===== config.mk =====
export PLATFORM = sky130hd
export DESIGN_NAME = mem_arbiter_flat
export DESIGN_NICKNAME = d
export VERILOG_FILES = /design/src/rtl/mem_arb_pkg.sv /design/src/rtl/mem_arbiter_if.sv /design/src/rtl/rr_arb2.sv /design/src/rtl/mem_arbiter.sv /design/src/flat_wrapper.sv
export SDC_FILE = /design/constraint.sdc
export NUM_CORES = 1
export LEC_CHECK = 0
export ABC_AREA = 1
export BUFFER_PORTS_ARGS = -buffer_cell sky130_fd_sc_hd__buf_2
export CORE_AREA = 10 10 120 122
export DETAILED_ROUTE_END_ITERATION = 7
export DIE_AREA = 0 0 130 132
export GPL_ROUTABILITY_DRIVEN = 0
export PLACE_DENSITY = 0.89
export SKIP_CTS_REPAIR_TIMING = 1
export SYNTH_ARGS = -nofsm -noshare
export SYNTH_HDL_FRONTEND = slang
export SYNTH_SLANG_ARGS = --single-unit

===== constraint.sdc =====
create_clock -name clock -period 1.9 [get_ports clock]
set_clock_uncertainty 0.15 [all_clocks]
set_input_delay 0.095 -clock clock [delete_from_list [all_inputs] [get_ports clock]]
set_output_delay 0.095 -clock clock [all_outputs]
set_load 0.02 [all_outputs]

===== src/rtl/mem_arb_pkg.sv =====
`default_nettype none
// ============================================================================
//  Module      : mem_arb_pkg
//  Description : Shared types and constants for the unified memory arbiter:
//                FSM states, requester identities, access sizes and the
//                read/write encoding seen by the memory.
//  Revision    : 1.0 - initial release
// ============================================================================
package mem_arb_pkg;

    typedef enum logic [0:0] {
        IDLE   = 1'b0,
        ACCESS = 1'b1
    } state_t;

    typedef enum logic [0:0] {
        OWNER_IF = 1'b0,
        OWNER_D  = 1'b1
    } owner_t;

    localparam logic [1:0] SIZE_BYTE = 2'b00;
    localparam logic [1:0] SIZE_HALF = 2'b01;
    localparam logic [1:0] SIZE_WORD = 2'b10;

    localparam logic MEM_READ  = 1'b1;
    localparam logic MEM_WRITE = 1'b0;

    // The requester that did not own the port last time.
    function automatic owner_t other_owner(input owner_t o);
        return (o == OWNER_IF) ? OWNER_D : OWNER_IF;
    endfunction

endpackage
`default_nettype wire


===== src/rtl/mem_arbiter_if.sv =====
`default_nettype none
// ============================================================================
//  Module      : mem_arbiter_if
//  Description : Bundle of the fetch, data and memory-side signals around
//                the memory arbiter. The slave view belongs to the arbiter,
//                the master view to the requesters/memory around it.
//  Revision    : 1.0 - initial release
// ============================================================================
interface mem_arbiter_if #(
    parameter int ADDR_W = 32,
    parameter int DATA_W = 32
);
    // fetch side
    logic              if_req;
    logic [ADDR_W-1:0] if_addr;
    logic              if_gnt;
    logic              if_valid;
    logic [DATA_W-1:0] if_rdata;
    // data side
    logic              d_req;
    logic [ADDR_W-1:0] d_addr;
    logic [DATA_W-1:0] d_wdata;
    logic              d_read_write;
    logic [1:0]        d_access_size;
    logic              d_unsigned;
    logic              d_gnt;
    logic              d_valid;
    logic [DATA_W-1:0] d_rdata;
    // memory side
    logic [ADDR_W-1:0] mem_address;
    logic [DATA_W-1:0] mem_data_in;
    logic              mem_read_write;
    logic [1:0]        mem_access_size;
    logic              mem_unsigned;
    logic              mem_enable;
    logic [DATA_W-1:0] mem_data_out;
    logic              busy;

    modport slave (
        input  if_req, if_addr,
        output if_gnt, if_valid, if_rdata,
        input  d_req, d_addr, d_wdata, d_read_write, d_access_size, d_unsigned,
        output d_gnt, d_valid, d_rdata,
        output mem_address, mem_data_in, mem_read_write, mem_access_size,
        output mem_unsigned, mem_enable,
        input  mem_data_out,
        output busy
    );

    modport master (
        output if_req, if_addr,
        input  if_gnt, if_valid, if_rdata,
        output d_req, d_addr, d_wdata, d_read_write, d_access_size, d_unsigned,
        input  d_gnt, d_valid, d_rdata,
        input  mem_address, mem_data_in, mem_read_write, mem_access_size,
        input  mem_unsigned, mem_enable,
        output mem_data_out,
        input  busy
    );

endinterface
`default_nettype wire


===== src/rtl/rr_arb2.sv =====
`default_nettype none
// ============================================================================
//  Module      : rr_arb2
//  Description : Combinational two-requester round-robin pick. req[0] is the
//                fetch requester, req[1] the data requester. On a tie the
//                requester that did not win last time is chosen.
//  Revision    : 1.0 - initial release
// ============================================================================
module rr_arb2
    import mem_arb_pkg::*;
(
    input  logic [1:0] req,
    input  owner_t     last_owner,
    output logic       grant_valid,
    output owner_t     winner
);

    // Single requester wins outright; a tie alternates away from last_owner.
    always_comb begin
        grant_valid = |req;
        winner      = OWNER_IF;
        if (req == 2'b11) begin
            winner = other_owner(last_owner);
        end else if (req[1]) begin
            winner = OWNER_D;
        end
    end

endmodule
`default_nettype wire


===== src/rtl/mem_arbiter.sv =====
`default_nettype none
// ============================================================================
//  Module      : mem_arbiter
//  Description : Shares one memory port between instruction fetch and data
//                load/store. Round-robin pick in IDLE, registered grant,
//                fixed-latency ACCESS phase, one-cycle valid on completion.
//  Revision    : 1.0 - initial release
// ============================================================================
module mem_arbiter
    import mem_arb_pkg::*;
#(
    parameter int MEM_LATENCY = 1,
    parameter int ADDR_W      = 32,
    parameter int DATA_W      = 32
) (
    input  logic          clock,
    input  logic          reset,
    mem_arbiter_if.slave  bus
);

    localparam int               C_CNT_W    = $clog2(MEM_LATENCY + 1);
    localparam logic [C_CNT_W-1:0] C_CNT_LOAD = C_CNT_W'(MEM_LATENCY - 1);

    generate
        if (MEM_LATENCY < 1) begin : g_bad_latency
            $error("mem_arbiter: MEM_LATENCY must be at least 1");
        end
    endgenerate

    state_t              r_state;
    state_t              w_state_nxt;
    logic [C_CNT_W-1:0]  r_cnt;
    logic [C_CNT_W-1:0]  w_cnt_nxt;

    owner_t              r_owner;
    owner_t              r_last_owner;
    logic [ADDR_W-1:0]   r_addr;
    logic [DATA_W-1:0]   r_wdata;
    logic                r_rw;
    logic [1:0]          r_size;
    logic                r_uns;

    logic                r_if_gnt;
    logic                r_d_gnt;
    logic                r_if_valid;
    logic                r_d_valid;
    logic [DATA_W-1:0]   r_if_rdata;
    logic [DATA_W-1:0]   r_d_rdata;

    logic                w_grant_valid;
    owner_t              w_winner;
    logic                w_latch;
    logic                w_if_gnt_nxt;
    logic                w_d_gnt_nxt;
    logic                w_if_valid_nxt;
    logic                w_d_valid_nxt;
    logic                w_cap_if;
    logic                w_cap_d;

    rr_arb2 u_rr_arb2 (
        .req         ({bus.d_req, bus.if_req}),
        .last_owner  (r_last_owner),
        .grant_valid (w_grant_valid),
        .winner      (w_winner)
    );

    // FSM state and latency counter; reset aborts any access in flight.
    always_ff @(posedge clock or negedge reset) begin
        if (!reset) begin
            r_state <= IDLE;
            r_cnt   <= '0;
        end else begin
            r_state <= w_state_nxt;
            r_cnt   <= w_cnt_nxt;
        end
    end

    // Next state, grant/valid pulses and capture enables.
    always_comb begin
        w_state_nxt    = r_state;
        w_cnt_nxt      = r_cnt;
        w_latch        = 1'b0;
        w_if_gnt_nxt   = 1'b0;
        w_d_gnt_nxt    = 1'b0;
        w_if_valid_nxt = 1'b0;
        w_d_valid_nxt  = 1'b0;
        w_cap_if       = 1'b0;
        w_cap_d        = 1'b0;
        case (r_state)
            IDLE: begin
                if (w_grant_valid) begin
                    w_latch     = 1'b1;
                    w_state_nxt = ACCESS;
                    w_cnt_nxt   = C_CNT_LOAD;
                    if (w_winner == OWNER_D) begin
                        w_d_gnt_nxt = 1'b1;
                    end else begin
                        w_if_gnt_nxt = 1'b1;
                    end
                end
            end
            ACCESS: begin
                if (r_cnt == '0) begin
                    w_state_nxt = IDLE;
                    if (r_owner == OWNER_D) begin
                        w_d_valid_nxt = 1'b1;
                        w_cap_d       = (r_rw == MEM_READ);
                    end else begin
                        w_if_valid_nxt = 1'b1;
                        w_cap_if       = 1'b1;
                    end
                end else begin
                    w_cnt_nxt = r_cnt - C_CNT_W'(1);
                end
            end
            default: begin
                w_state_nxt = IDLE;
            end
        endcase
    end

    // Request latch, handshake pulses and read-data capture.
    always_ff @(posedge clock or negedge reset) begin
        if (!reset) begin
            r_owner      <= OWNER_IF;
            r_last_owner <= OWNER_IF;
            r_addr       <= '0;
            r_wdata      <= '0;
            r_rw         <= 1'b0;
            r_size       <= 2'b00;
            r_uns        <= 1'b0;
            r_if_gnt     <= 1'b0;
            r_d_gnt      <= 1'b0;
            r_if_valid   <= 1'b0;
            r_d_valid    <= 1'b0;
            r_if_rdata   <= '0;
            r_d_rdata    <= '0;
        end else begin
            r_if_gnt   <= w_if_gnt_nxt;
            r_d_gnt    <= w_d_gnt_nxt;
            r_if_valid <= w_if_valid_nxt;
            r_d_valid  <= w_d_valid_nxt;
            if (w_latch) begin
                r_owner      <= w_winner;
                r_last_owner <= w_winner;
                if (w_winner == OWNER_D) begin
                    r_addr  <= bus.d_addr;
                    r_wdata <= bus.d_wdata;
                    r_rw    <= bus.d_read_write;
                    r_size  <= bus.d_access_size;
                    r_uns   <= bus.d_unsigned;
                end else begin
                    // fetches are always unsigned-agnostic word reads
                    r_addr  <= bus.if_addr;
                    r_wdata <= '0;
                    r_rw    <= MEM_READ;
                    r_size  <= SIZE_WORD;
                    r_uns   <= 1'b0;
                end
            end
            if (w_cap_if) begin
                r_if_rdata <= bus.mem_data_out;
            end
            if (w_cap_d) begin
                r_d_rdata <= bus.mem_data_out;
            end
        end
    end

    // Memory fields come only from the latch, never straight from a request.
    assign bus.mem_address     = r_addr;
    assign bus.mem_data_in     = r_wdata;
    assign bus.mem_read_write  = r_rw;
    assign bus.mem_access_size = r_size;
    assign bus.mem_unsigned    = r_uns;
    assign bus.mem_enable      = (r_state == ACCESS);
    assign bus.busy            = (r_state == ACCESS);

    assign bus.if_gnt   = r_if_gnt;
    assign bus.d_gnt    = r_d_gnt;
    assign bus.if_valid = r_if_valid;
    assign bus.d_valid  = r_d_valid;
    assign bus.if_rdata = r_if_rdata;
    assign bus.d_rdata  = r_d_rdata;

endmodule
`default_nettype wire


===== src/flat_wrapper.sv =====
// flat-port wrapper written by rule: the top's interface ports become plain ports
module mem_arbiter_flat import mem_arb_pkg::*;
#(
    parameter int MEM_LATENCY = 1,
    parameter int ADDR_W      = 32,
    parameter int DATA_W      = 32
)
  (clock, reset, bus_if_req, bus_if_addr, bus_if_gnt, bus_if_valid, bus_if_rdata, bus_d_req, bus_d_addr, bus_d_wdata, bus_d_read_write, bus_d_access_size, bus_d_unsigned, bus_d_gnt, bus_d_valid, bus_d_rdata, bus_mem_address, bus_mem_data_in, bus_mem_read_write, bus_mem_access_size, bus_mem_unsigned, bus_mem_enable, bus_mem_data_out, bus_busy);
  mem_arbiter_if #(.ADDR_W(ADDR_W), .DATA_W(DATA_W)) bus_i ();
  input  logic clock;
  input  logic reset;
  input wire logic [$bits(bus_i.if_req)-1:0] bus_if_req;
  input wire logic [$bits(bus_i.if_addr)-1:0] bus_if_addr;
  output wire logic [$bits(bus_i.if_gnt)-1:0] bus_if_gnt;
  output wire logic [$bits(bus_i.if_valid)-1:0] bus_if_valid;
  output wire logic [$bits(bus_i.if_rdata)-1:0] bus_if_rdata;
  input wire logic [$bits(bus_i.d_req)-1:0] bus_d_req;
  input wire logic [$bits(bus_i.d_addr)-1:0] bus_d_addr;
  input wire logic [$bits(bus_i.d_wdata)-1:0] bus_d_wdata;
  input wire logic [$bits(bus_i.d_read_write)-1:0] bus_d_read_write;
  input wire logic [$bits(bus_i.d_access_size)-1:0] bus_d_access_size;
  input wire logic [$bits(bus_i.d_unsigned)-1:0] bus_d_unsigned;
  output wire logic [$bits(bus_i.d_gnt)-1:0] bus_d_gnt;
  output wire logic [$bits(bus_i.d_valid)-1:0] bus_d_valid;
  output wire logic [$bits(bus_i.d_rdata)-1:0] bus_d_rdata;
  output wire logic [$bits(bus_i.mem_address)-1:0] bus_mem_address;
  output wire logic [$bits(bus_i.mem_data_in)-1:0] bus_mem_data_in;
  output wire logic [$bits(bus_i.mem_read_write)-1:0] bus_mem_read_write;
  output wire logic [$bits(bus_i.mem_access_size)-1:0] bus_mem_access_size;
  output wire logic [$bits(bus_i.mem_unsigned)-1:0] bus_mem_unsigned;
  output wire logic [$bits(bus_i.mem_enable)-1:0] bus_mem_enable;
  input wire logic [$bits(bus_i.mem_data_out)-1:0] bus_mem_data_out;
  output wire logic [$bits(bus_i.busy)-1:0] bus_busy;
  assign bus_i.if_req = bus_if_req;
  assign bus_i.if_addr = bus_if_addr;
  assign bus_if_gnt = bus_i.if_gnt;
  assign bus_if_valid = bus_i.if_valid;
  assign bus_if_rdata = bus_i.if_rdata;
  assign bus_i.d_req = bus_d_req;
  assign bus_i.d_addr = bus_d_addr;
  assign bus_i.d_wdata = bus_d_wdata;
  assign bus_i.d_read_write = bus_d_read_write;
  assign bus_i.d_access_size = bus_d_access_size;
  assign bus_i.d_unsigned = bus_d_unsigned;
  assign bus_d_gnt = bus_i.d_gnt;
  assign bus_d_valid = bus_i.d_valid;
  assign bus_d_rdata = bus_i.d_rdata;
  assign bus_mem_address = bus_i.mem_address;
  assign bus_mem_data_in = bus_i.mem_data_in;
  assign bus_mem_read_write = bus_i.mem_read_write;
  assign bus_mem_access_size = bus_i.mem_access_size;
  assign bus_mem_unsigned = bus_i.mem_unsigned;
  assign bus_mem_enable = bus_i.mem_enable;
  assign bus_i.mem_data_out = bus_mem_data_out;
  assign bus_busy = bus_i.busy;
  mem_arbiter #(.MEM_LATENCY(MEM_LATENCY), .ADDR_W(ADDR_W), .DATA_W(DATA_W)) u_core (.clock(clock), .reset(reset), .bus(bus_i));
endmodule

==> run_results.csv, run 1 <==
group,metric,value,unit
timing,relSlewSlack,73.9,%
cts,cts_root_buffer,"clkbuf_16",
die,die_height,132,um
cts,cts_tree,"built",
cts,clock_sinks,138,
logic_synthesis,yosysWarningCount,0,
logic_synthesis,synthAdderAreaFrac,0,%
timing,fin_hold_ws,0.00361,ns
logic_synthesis,synth-edff-count,0,
die,die_area,17200,sq um
power,peakVddDrop,0.643,mV
die,rows,40,
power,p_leak,4.83,nW
worst_hold_path,hold_class,"input port to asynchronous set/reset pin",
global_route,grt_max_degree,65,
cts,clockBufferDepth,2,
logic_synthesis,synth_cells,589,
cells_and_area,fin_util,75.0,%
timing,fmax,662,MHz
detailed_routing,drt_iter0_drc,720,
timing,period_needed,1.51,ns
critical_path,critPathKind,"flop to flop",
place,hpwlAfterDp,13.3,mm
logic_synthesis,synth-simple-area-share,24.3,%
timing,worstMarginPinSlew,0.391,ns
cells_and_area,drive_gt1_share,32.8,%
place,port_buffers,273,
critical_path,worst_path_largest_cell_delay,0.47,ns
cells_and_area,final_cell_mix,"272 x buf_2, 203 x nand2_1, 138 x dfrtp_1",
logic_synthesis,synth_top_family_by_area,"simple AND/OR/NAND/NOR gates",
logic_synthesis,synthFlopType,"dfrtp_1",
critical_path,cp_num_cells,4,
detailed_routing,dr.pass1.iters,7,
cells_and_area,final_cells,1156,
cells_and_area,fillers,743,
cts,htree_num_levels,4,
die,coreArea,11900,sq um
critical_path,critical_path.reg2reg.endpoint,"u_core.bus.mem_address[23]$_DFFE_PN0P_",
timing,tns,0,ns
logic_synthesis,synthXorXnorAreaFrac,0,%
job,drv_cap,0,
critical_path,crit_buf_inv,2,
logic_synthesis,syn_area,5440,sq um
timing,rsz0062_at_grt,"false",
critical_path,crit_path_end_kind,"flop",
cts,cts-buffers-inserted,17,
detailed_routing,wl_per_cell,20.2,um
detailed_routing,vias_per_cell,5.41,
critical_path,crit_family,"buffers and inverters",
power,power.density,1280,nW/um^2
timing,layout_worst_path_cycle_share,79.5,%
logic_synthesis,synth_top_area_cell,"dfrtp_1",
cells_and_area,area_delta_synth_final,64.3,%
critical_path,crit_required,2.08,ns
run_status,status,"complete, no violations",
timing,setup_violations,0,
place,placed_cells,985,
timing,finalHoldViolations,0,
global_route,grtUsageMet3,7.84,%
logic_synthesis,async_flop_share,100,%
critical_path,critPathLaunch,"u_core.bus.busy$_DFF_PN0_",
logic_synthesis,synthTopCellsByArea,"dfrtp_1 64%, nand2_1 14%, nand3_1 5.9%",
detailed_routing,ant_nets,0,
logic_synthesis,muxShareOfSynthArea,0,%
cells_and_area,final_common_cell,"buf_2",
global_route,antenna_found_initial,5,
detailed_routing,drc,0,
critical_path,cp_max_fo,32,
cells_and_area,regArea,3450,sq um
logic_synthesis,synth-compound-area-share,6.47,%
global_route,top_usage_layer,"met2",
detailed_routing,totalWireLength,23.4,mm
detailed_routing,num_vias,6255,
cells_and_area,multi_input_area,1680,sq um
global_route,grt_pass1_wl,28.0,mm
cells_and_area,layout.nets,1126,
logic_synthesis,ys_seq_area_share,63.5,%
critical_path,r2r-start,"u_core.bus.busy$_DFF_PN0_",
global_route,gr-total-overflow,0,
critical_path,crit_arrival,1.69,ns
critical_path,r2r_cells,4,
die,die_w,130,um
logic_synthesis,synthDominantCellAreaShare,63.5,%
critical_path,r2r_slack,0.39,ns
critical_path,critical-path-slowest-cell,"dfrtp_1",
critical_path,critPathLaunchType,"flop",
logic_synthesis,yosysUniqueCellTypes,18,
die,io_pins,274,
logic_synthesis,ys_seq_elements,138,
global_route,grt.total_usage,20.6,%
logic_synthesis,avgSynthCellArea,9.23,sq um
global_route,first_global_vias,5320,
cts,clk_pin_slew_worst_paths,0.06,ns
critical_path,endpoint,"u_core.bus.mem_address[23]$_DFFE_PN0P_",
global_route,grt_util_met2,34.0,%
logic_synthesis,syn_nets,725,
global_route,grt_util_met1,23.6,%
critical_path,crit_chain,"inv_2 > buf_4 > nand4_1 > nand3_1",
cts,insertion_delay,0.40,ns
die,initial_utilization,45.6,%
timing,report.final.slew_viol_count,0,
[area by class of cell]
class	instances	area share (%)
clock buffers	22	5.42
multi-input cells	375	18.8
inverters	36	1.51
well taps	147	2.06
clock inverters	10	1.02
flip-flops and latches	138	38.7
diodes	6	0.168
repair buffers	422	32.3
[per-layer routing]
| layer | vias to the layer above | routed length (um) | share of wire, % |
|---|---|---|---|
| li1 | 2726 | - | - |
| met1 | 2924 | 7870 | 34 |
| met2 | 486 | 11800 | 51 |
| met3 | 119 | 2510 | 11 |
| met4 | 0 | 1140 | 4.9 |
| met5 | - | 0 | 0 |
[worst min-delay path by stage]
stage / depth (start not counted) / end
3_3_place_gp: 1 / u_core.bus.mem_data_in[20]$_DFFE_PN0P_
6_report: 2 / u_core.bus.mem_data_in[16]$_DFFE_PN0P_
4_1_cts: 1 / u_core.bus.mem_data_in[16]$_DFFE_PN0P_
2_1_floorplan: 0 / u_core.bus.busy$_DFF_PN0_
5_1_grt: 2 / u_core.bus.mem_data_in[17]$_DFFE_PN0P_
3_5_place_dp: 1 / u_core.bus.mem_data_in[16]$_DFFE_PN0P_
[worst reg2reg max path: cells and delay by family, from the launching register on]
family / cells / cell delay (ns)
buffers and inverters: 2 / 0.48
AND/OR/NAND/NOR: 2 / 0.34
flip-flops: 1 / 0.47
[cells by family (layout without fill, tap and decap cells)]
family / Yosys count / after routing
AND/OR/NAND/NOR: 306 / 306
other: 0 / 6
AO/OA/AOI/OAI: 69 / 69
flip-flops: 138 / 138
buffers and inverters: 76 / 490
[sequential cells by signal (all words and copies together), names as in the netlist]
signal / cells
u_core.bus.busy: 1
u_core.bus.d_gnt: 1
u_core.bus.d_rdata: 32
u_core.bus.d_valid: 1
u_core.bus.if_gnt: 1
u_core.bus.if_rdata: 32
u_core.bus.if_valid: 1
u_core.bus.mem_access_size: 2
u_core.bus.mem_address: 32
u_core.bus.mem_data_in: 32
u_core.bus.mem_read_write: 1
u_core.bus.mem_unsigned: 1
u_core.r_last_owner: 1
[stage by stage]
stage                     total power [mW]  setup WS (ns)  area (sq um)
after floorplan                       6.34          0.408          5440
after global placement                7.80          0.541          7010
after detailed placement              7.93          0.457          7010
after CTS                             11.1          0.435          7590
after global routing                  12.0          0.326          8930
final                                 11.5          0.390          8930
[report_power, final]
| part | internal (mW) | total [mW] | switching [mW] |
|---|---|---|---|
| clock | 1.94 | 3.15 | 1.22 |
| sequential | 3.80 | 4.36 | 0.552 |
| combinational | 1.35 | 3.95 | 2.60 |
| total | 7.09 | 11.5 | 4.37 |
[Yosys cell counts, types with 2 or more instances]
master / n
inv_2: 2
inv_1: 34
nand4_1: 32
nand2_2: 2
buf_2: 15
nand3_1: 64
buf_1: 5
clkbuf_1: 18
o21ai_1: 50
o21ai_0: 16
dfrtp_1: 138
nor2_2: 2
nand2_1: 205
buf_4: 2
Power figures use the tool's default switching activity.
==> run 2: changes to the inputs <==
==> constraint.sdc (replaced) <==
create_clock -name clock -period 1.56 [get_ports clock]
set_clock_uncertainty 0.15 [all_clocks]
set_input_delay 0.078 -clock clock [delete_from_list [all_inputs] [get_ports clock]]
set_output_delay 0.078 -clock clock [all_outputs]
set_load 0.02 [all_outputs]
==> run_results.csv, run 2 (synthesis gave the netlist of run 1 again) <==
group,metric,value,unit
run_status,status,"complete, but fails checks",
run_status,violations,"negative hold slack",
place,port_buffers,273,
critical_path,critical-path-slowest-cell,"dfrtp_1",
power,switching_share,37.6,%
cts,clockBufferDepth,2,
global_route,grt.total_usage,20.3,%
timing,fin_ws,0.0994,ns
timing,relSlewSlack,71.4,%
detailed_routing,ant_nets,0,
power,power.share.sequential,37.5,%
cts,cts_tree,"built",
critical_path,crit_buf_inv,1,
power,peakVddDrop,0.848,mV
cells_and_area,regArea,3450,sq um
worst_hold_path,hold_class,"input port to flop",
cts,clock_sinks,138,
power,power.density,1560,nW/um^2
die,die_height,132,um
timing,fmax,685,MHz
timing,tns,0,ns
cells_and_area,final_cell_mix,"272 x buf_2, 203 x nand2_1, 137 x dfrtp_1",
timing,setup_violations,0,
critical_path,worst_path_largest_cell_delay,0.40,ns
timing,finalHoldViolations,3,
die,die_area,17200,sq um
detailed_routing,totalWireLength,23.1,mm
place,pre_cts_ws,0.113,ns
critical_path,crit_arrival,1.66,ns
timing,report.final.slew_viol_count,0,
cells_and_area,drive_gt1_share,32.9,%
power,p_total,14.1,mW
critical_path,cp_max_fo,30,
detailed_routing,vias_per_cell,5.36,
timing,worstMarginPinSlew,0.428,ns
critical_path,critPathLaunchType,"flop",
place,placed_cells,986,
die,io_pins,274,
job,drv_cap,0,
global_route,grt_max_degree,66,
cells_and_area,final_cells,1160,
die,initial_utilization,45.6,%
cells_and_area,fillers,701,
timing,fin_hold_ws,-0.0113,ns
cts,clk_pin_slew_worst_paths,0.06,ns
timing,layout_worst_path_cycle_share,93.6,%
place,hpwlAfterDp,13.1,mm
critical_path,crit_path_end_kind,"flop",
global_route,grt_pass1_wl,27.5,mm
critical_path,crit_required,1.76,ns
cts,htree_num_levels,4,
power,p_int,8.77,mW
die,die_w,130,um
cts,cts-buffers-inserted,17,
detailed_routing,dr.pass1.iters,5,
detailed_routing,drc,0,
cells_and_area,area_delta_synth_final,66.1,%
cells_and_area,final_common_cell,"buf_2",
die,coreArea,11900,sq um
detailed_routing,drt_iter0_drc,495,
power,p_leak,4.86,nW
power,p_comb_share,34.2,%
global_route,first_global_vias,5228,
power,p_sw,5.30,mW
cells_and_area,multi_input_area,1680,sq um
cts,insertion_delay,0.42,ns
cells_and_area,fin_util,75.8,%
die,rows,40,
timing,rsz0062_at_grt,"false",
cells_and_area,layout.nets,1129,
global_route,antenna_found_initial,8,
power,pwr-share-clk,28.3,%
critical_path,crit_family,"simple AND/OR/NAND/NOR gates",
detailed_routing,wl_per_cell,19.9,um
timing,period_needed,1.46,ns
critical_path,crit_chain,"nand2_2 > buf_4 > nand4_1 > nand3_1",
detailed_routing,num_vias,6216,
cts,cts_root_buffer,"clkbuf_16",
global_route,gr-total-overflow,0,
critical_path,critPathKind,"flop to flop",
run 2: per-stage QoR:
step	hold slack, ns	instance area [sq um]
global route	0.0136	9030
CTS	-0.613	7660
global placement	-0.165	7070
finish	-0.0113	9030
floorplan	-0.368	5440
detailed placement	-0.164	7070
run 2: path summary, 6_finish.rpt:
| check | startpoint | to | slack [ns] | cells after the start |
|---|---|---|---|---|
| min | bus_d_req | u_core.bus.mem_data_in[18]$_DFFE_PN0P_ | -0.01 | 4 |
| max reg2reg | u_core.r_last_owner$_DFFE_PN0P_ | u_core.bus.mem_address[4]$_DFFE_PN0P_ | 0.1 | 4 |
| min reg2reg | u_core.bus.mem_data_in[11]$_DFFE_PN0P_ | u_core.bus.mem_data_in[11]$_DFFE_PN0P_ | 0.33 | 2 |
| max | u_core.r_last_owner$_DFFE_PN0P_ | u_core.bus.mem_address[4]$_DFFE_PN0P_ | 0.1 | 4 |
| max in group asynchronous | reset | u_core.bus.d_rdata[20]$_DFFE_PN0P_ | 0.15 | 4 |
| min in group asynchronous | reset | u_core.bus.mem_data_in[15]$_DFFE_PN0P_ | 0.55 | 3 |
run 2: metal layers:
| layer | vias up | routed length, um | track usage [%] |
|---|---|---|---|
| met3 | 114 | 2390 | 7.52 |
| met4 | 0 | 1320 | 9.25 |
| met5 | - | 0 | 0 |
| met2 | 474 | 11300 | 32.7 |
| li1 | 2748 | - | - |
| met1 | 2880 | 8110 | 23.4 |
run 2: final cells by class:
type	instances	share of cell area, %
multi-input combinational	375	18.6
sequential	138	38.3
clock buffer	20	5.17
clock inverter	11	1.34
tap	147	2.04
inverter	36	1.50
timing repair buffer	425	32.8
antenna	8	0.222
run 2: tightest hold or removal path: stages:
cell and delay (ns):
buf_2 0.15, o21ai_4 0.15, nand2_1 0.09, nand2_1 0.04
run 2: power by group through the flow:
stage	registers (mW)	logic, mW	clock network [mW]
global placement	5.22	4.32	0
CTS	5.21	4.45	4.00
finish	5.28	4.81	3.98
detailed placement	5.23	4.43	0
global route	5.39	5.15	4.20
floorplan	6.53	1.19	0
==> run 3: changes to the inputs <==
--- a/config.mk
+++ b/config.mk
@@ -12,6 +12,7 @@
 export DIE_AREA = 0 0 130 132
 export GPL_ROUTABILITY_DRIVEN = 0
 export PLACE_DENSITY = 0.89
+export REMOVE_ABC_BUFFERS = 1
 export SKIP_CTS_REPAIR_TIMING = 1
 export SYNTH_ARGS = -nofsm -noshare
 export SYNTH_HDL_FRONTEND = slang
==> run_results.csv, run 3 (synthesis gave the netlist of run 1 again) <==
group,metric,value,unit
global_route,grt_util_met2,34.7,%
detailed_routing,totalWireLength,23.4,mm
place,placed_cells,987,
cts,cts_root_buffer,"clkbuf_16",
die,die_area,17200,sq um
power,p_comb_share,33.9,%
global_route,antenna_found_initial,10,
power,pwr-share-clk,29.1,%
global_route,grt_max_degree,66,
die,die_w,130,um
global_route,grtUsageMet3,6.03,%
cts,clock_sinks,138,
critical_path,critPathLaunch,"u_core.bus.busy$_DFF_PN0_",
timing,fmax,616,MHz
cells_and_area,layout.nets,1131,
die,initial_utilization,45.6,%
cells_and_area,area_delta_synth_final,66.8,%
worst_hold_path,hold_class,"input port to asynchronous set/reset pin",
cts,clk_pin_slew_worst_paths,0.06,ns
power,p_int,8.95,mW
cells_and_area,drive_gt1_share,33.0,%
die,die_height,132,um
timing,fin_ws,-0.0621,ns
global_route,grt_util_met1,23.3,%
timing,tns,-0.0621,ns
detailed_routing,num_vias,6246,
power,power.share.sequential,37.0,%
die,io_pins,274,
place,port_buffers,273,
detailed_routing,drc,0,
timing,fin_hold_ws,0.0611,ns
critical_path,cp_max_fo,28,
die,rows,40,
detailed_routing,drt_iter0_drc,746,
power,power.density,1580,nW/um^2
detailed_routing,ant_nets,0,
detailed_routing,wl_per_cell,20.1,um
run_status,status,"complete, but fails checks",
cts,cts-buffers-inserted,17,
place,placedInstanceArea,7050,sq um
die,coreArea,11900,sq um
critical_path,critPathKind,"flop to flop",
job,drv_cap,0,
power,peakVddDrop,1.15,mV
critical_path,crit_arrival,1.81,ns
cells_and_area,fin_area,9070,sq um
detailed_routing,dr.pass1.iters,5,
power,switching_share,37.4,%
cells_and_area,final_common_cell,"buf_2",
power,p_sw,5.34,mW
cts,cts_tree,"built",
cts,clockBufferDepth,2,
global_route,grt.total_usage,20.8,%
power,p_leak,4.90,nW
timing,finalHoldViolations,0,
critical_path,r2r-start,"u_core.bus.busy$_DFF_PN0_",
global_route,top_usage_layer,"met2",
power,p_total,14.3,mW
global_route,first_global_vias,5471,
cts,htree_num_levels,4,
timing,period_needed,1.62,ns
detailed_routing,vias_per_cell,5.36,
timing,setup_violations,1,
critical_path,crit_path_end_kind,"flop",
timing,report.final.slew_viol_count,0,
timing,worstMarginPinSlew,0.425,ns
global_route,grt_pass1_wl,28.2,mm
timing,relSlewSlack,71.7,%
cells_and_area,final_cells,1165,
critical_path,critPathLaunchType,"flop",
timing,layout_worst_path_cycle_share,104,%
cells_and_area,final_cell_mix,"272 x buf_2, 203 x nand2_1, 137 x dfrtp_1",
run_status,violations,"negative setup slack",
global_route,gr-total-overflow,0,
place,hpwlAfterDp,13.3,mm
critical_path,crit_required,1.74,ns
cts,insertion_delay,0.40,ns
[run 3: final timing paths]
| check | cells after the start | endpoint | slack [ns] |
|---|---|---|---|
| max | 4 | u_core.bus.mem_address[24]$_DFFE_PN0P_ | -0.06 |
| min | 2 | u_core.bus.if_rdata[10]$_DFFE_PN0P_ | 0.06 |
| max reg2reg | 4 | u_core.bus.mem_address[24]$_DFFE_PN0P_ | -0.06 |
| min reg2reg | 2 | u_core.bus.if_rdata[24]$_DFFE_PN0P_ | 0.33 |
| max in group asynchronous | 3 | u_core.bus.mem_data_in[9]$_DFFE_PN0P_ | 0.65 |
| min in group clock | 4 | u_core.bus.mem_data_in[10]$_DFFE_PN0P_ | 0.26 |
[run 3: layout make-up]
cell class | instances | area, sq um
antenna | 10 | 25.0
clock buffer | 21 | 470
clock inverter | 11 | 143
fill | 738 | 2850
inverter | 36 | 135
multi-input combinational | 375 | 1680
sequential | 138 | 3450
tap | 147 | 184
timing repair buffer | 427 | 2970
[run 3: worst max-delay path: stages, from the launching register on]
cell,delay (ns)
dfrtp_2,0.47
inv_2,0.14
buf_4,0.33
nand4_1,0.28
nand3_1,0.17
[run 3: per-layer routing]
metal	vias to the layer above	part of all wire (%)
met3	124	9.6
met5	-	0
met1	2913	33
met2	470	51
met4	0	6.2
li1	2739	-
[run 3: power groups by stage]
stage / registers, mW / logic, mW / clock network, mW
global route: 5.38 / 5.20 / 4.36
floorplan: 6.54 / 1.11 / 0
CTS: 5.22 / 4.47 / 4.17
detailed placement: 5.23 / 4.45 / 0
finish: 5.29 / 4.85 / 4.15
global placement: 5.20 / 4.32 / 0
[run 3: through the flow]
step	utilization, %	setup WS [ns]
after floorplan	-	-0.749
after global placement	59.2	0.177
after detailed placement	59.2	0.131
after CTS	64.3	0.100
after global routing	76.1	-0.129
final	76.1	-0.0621
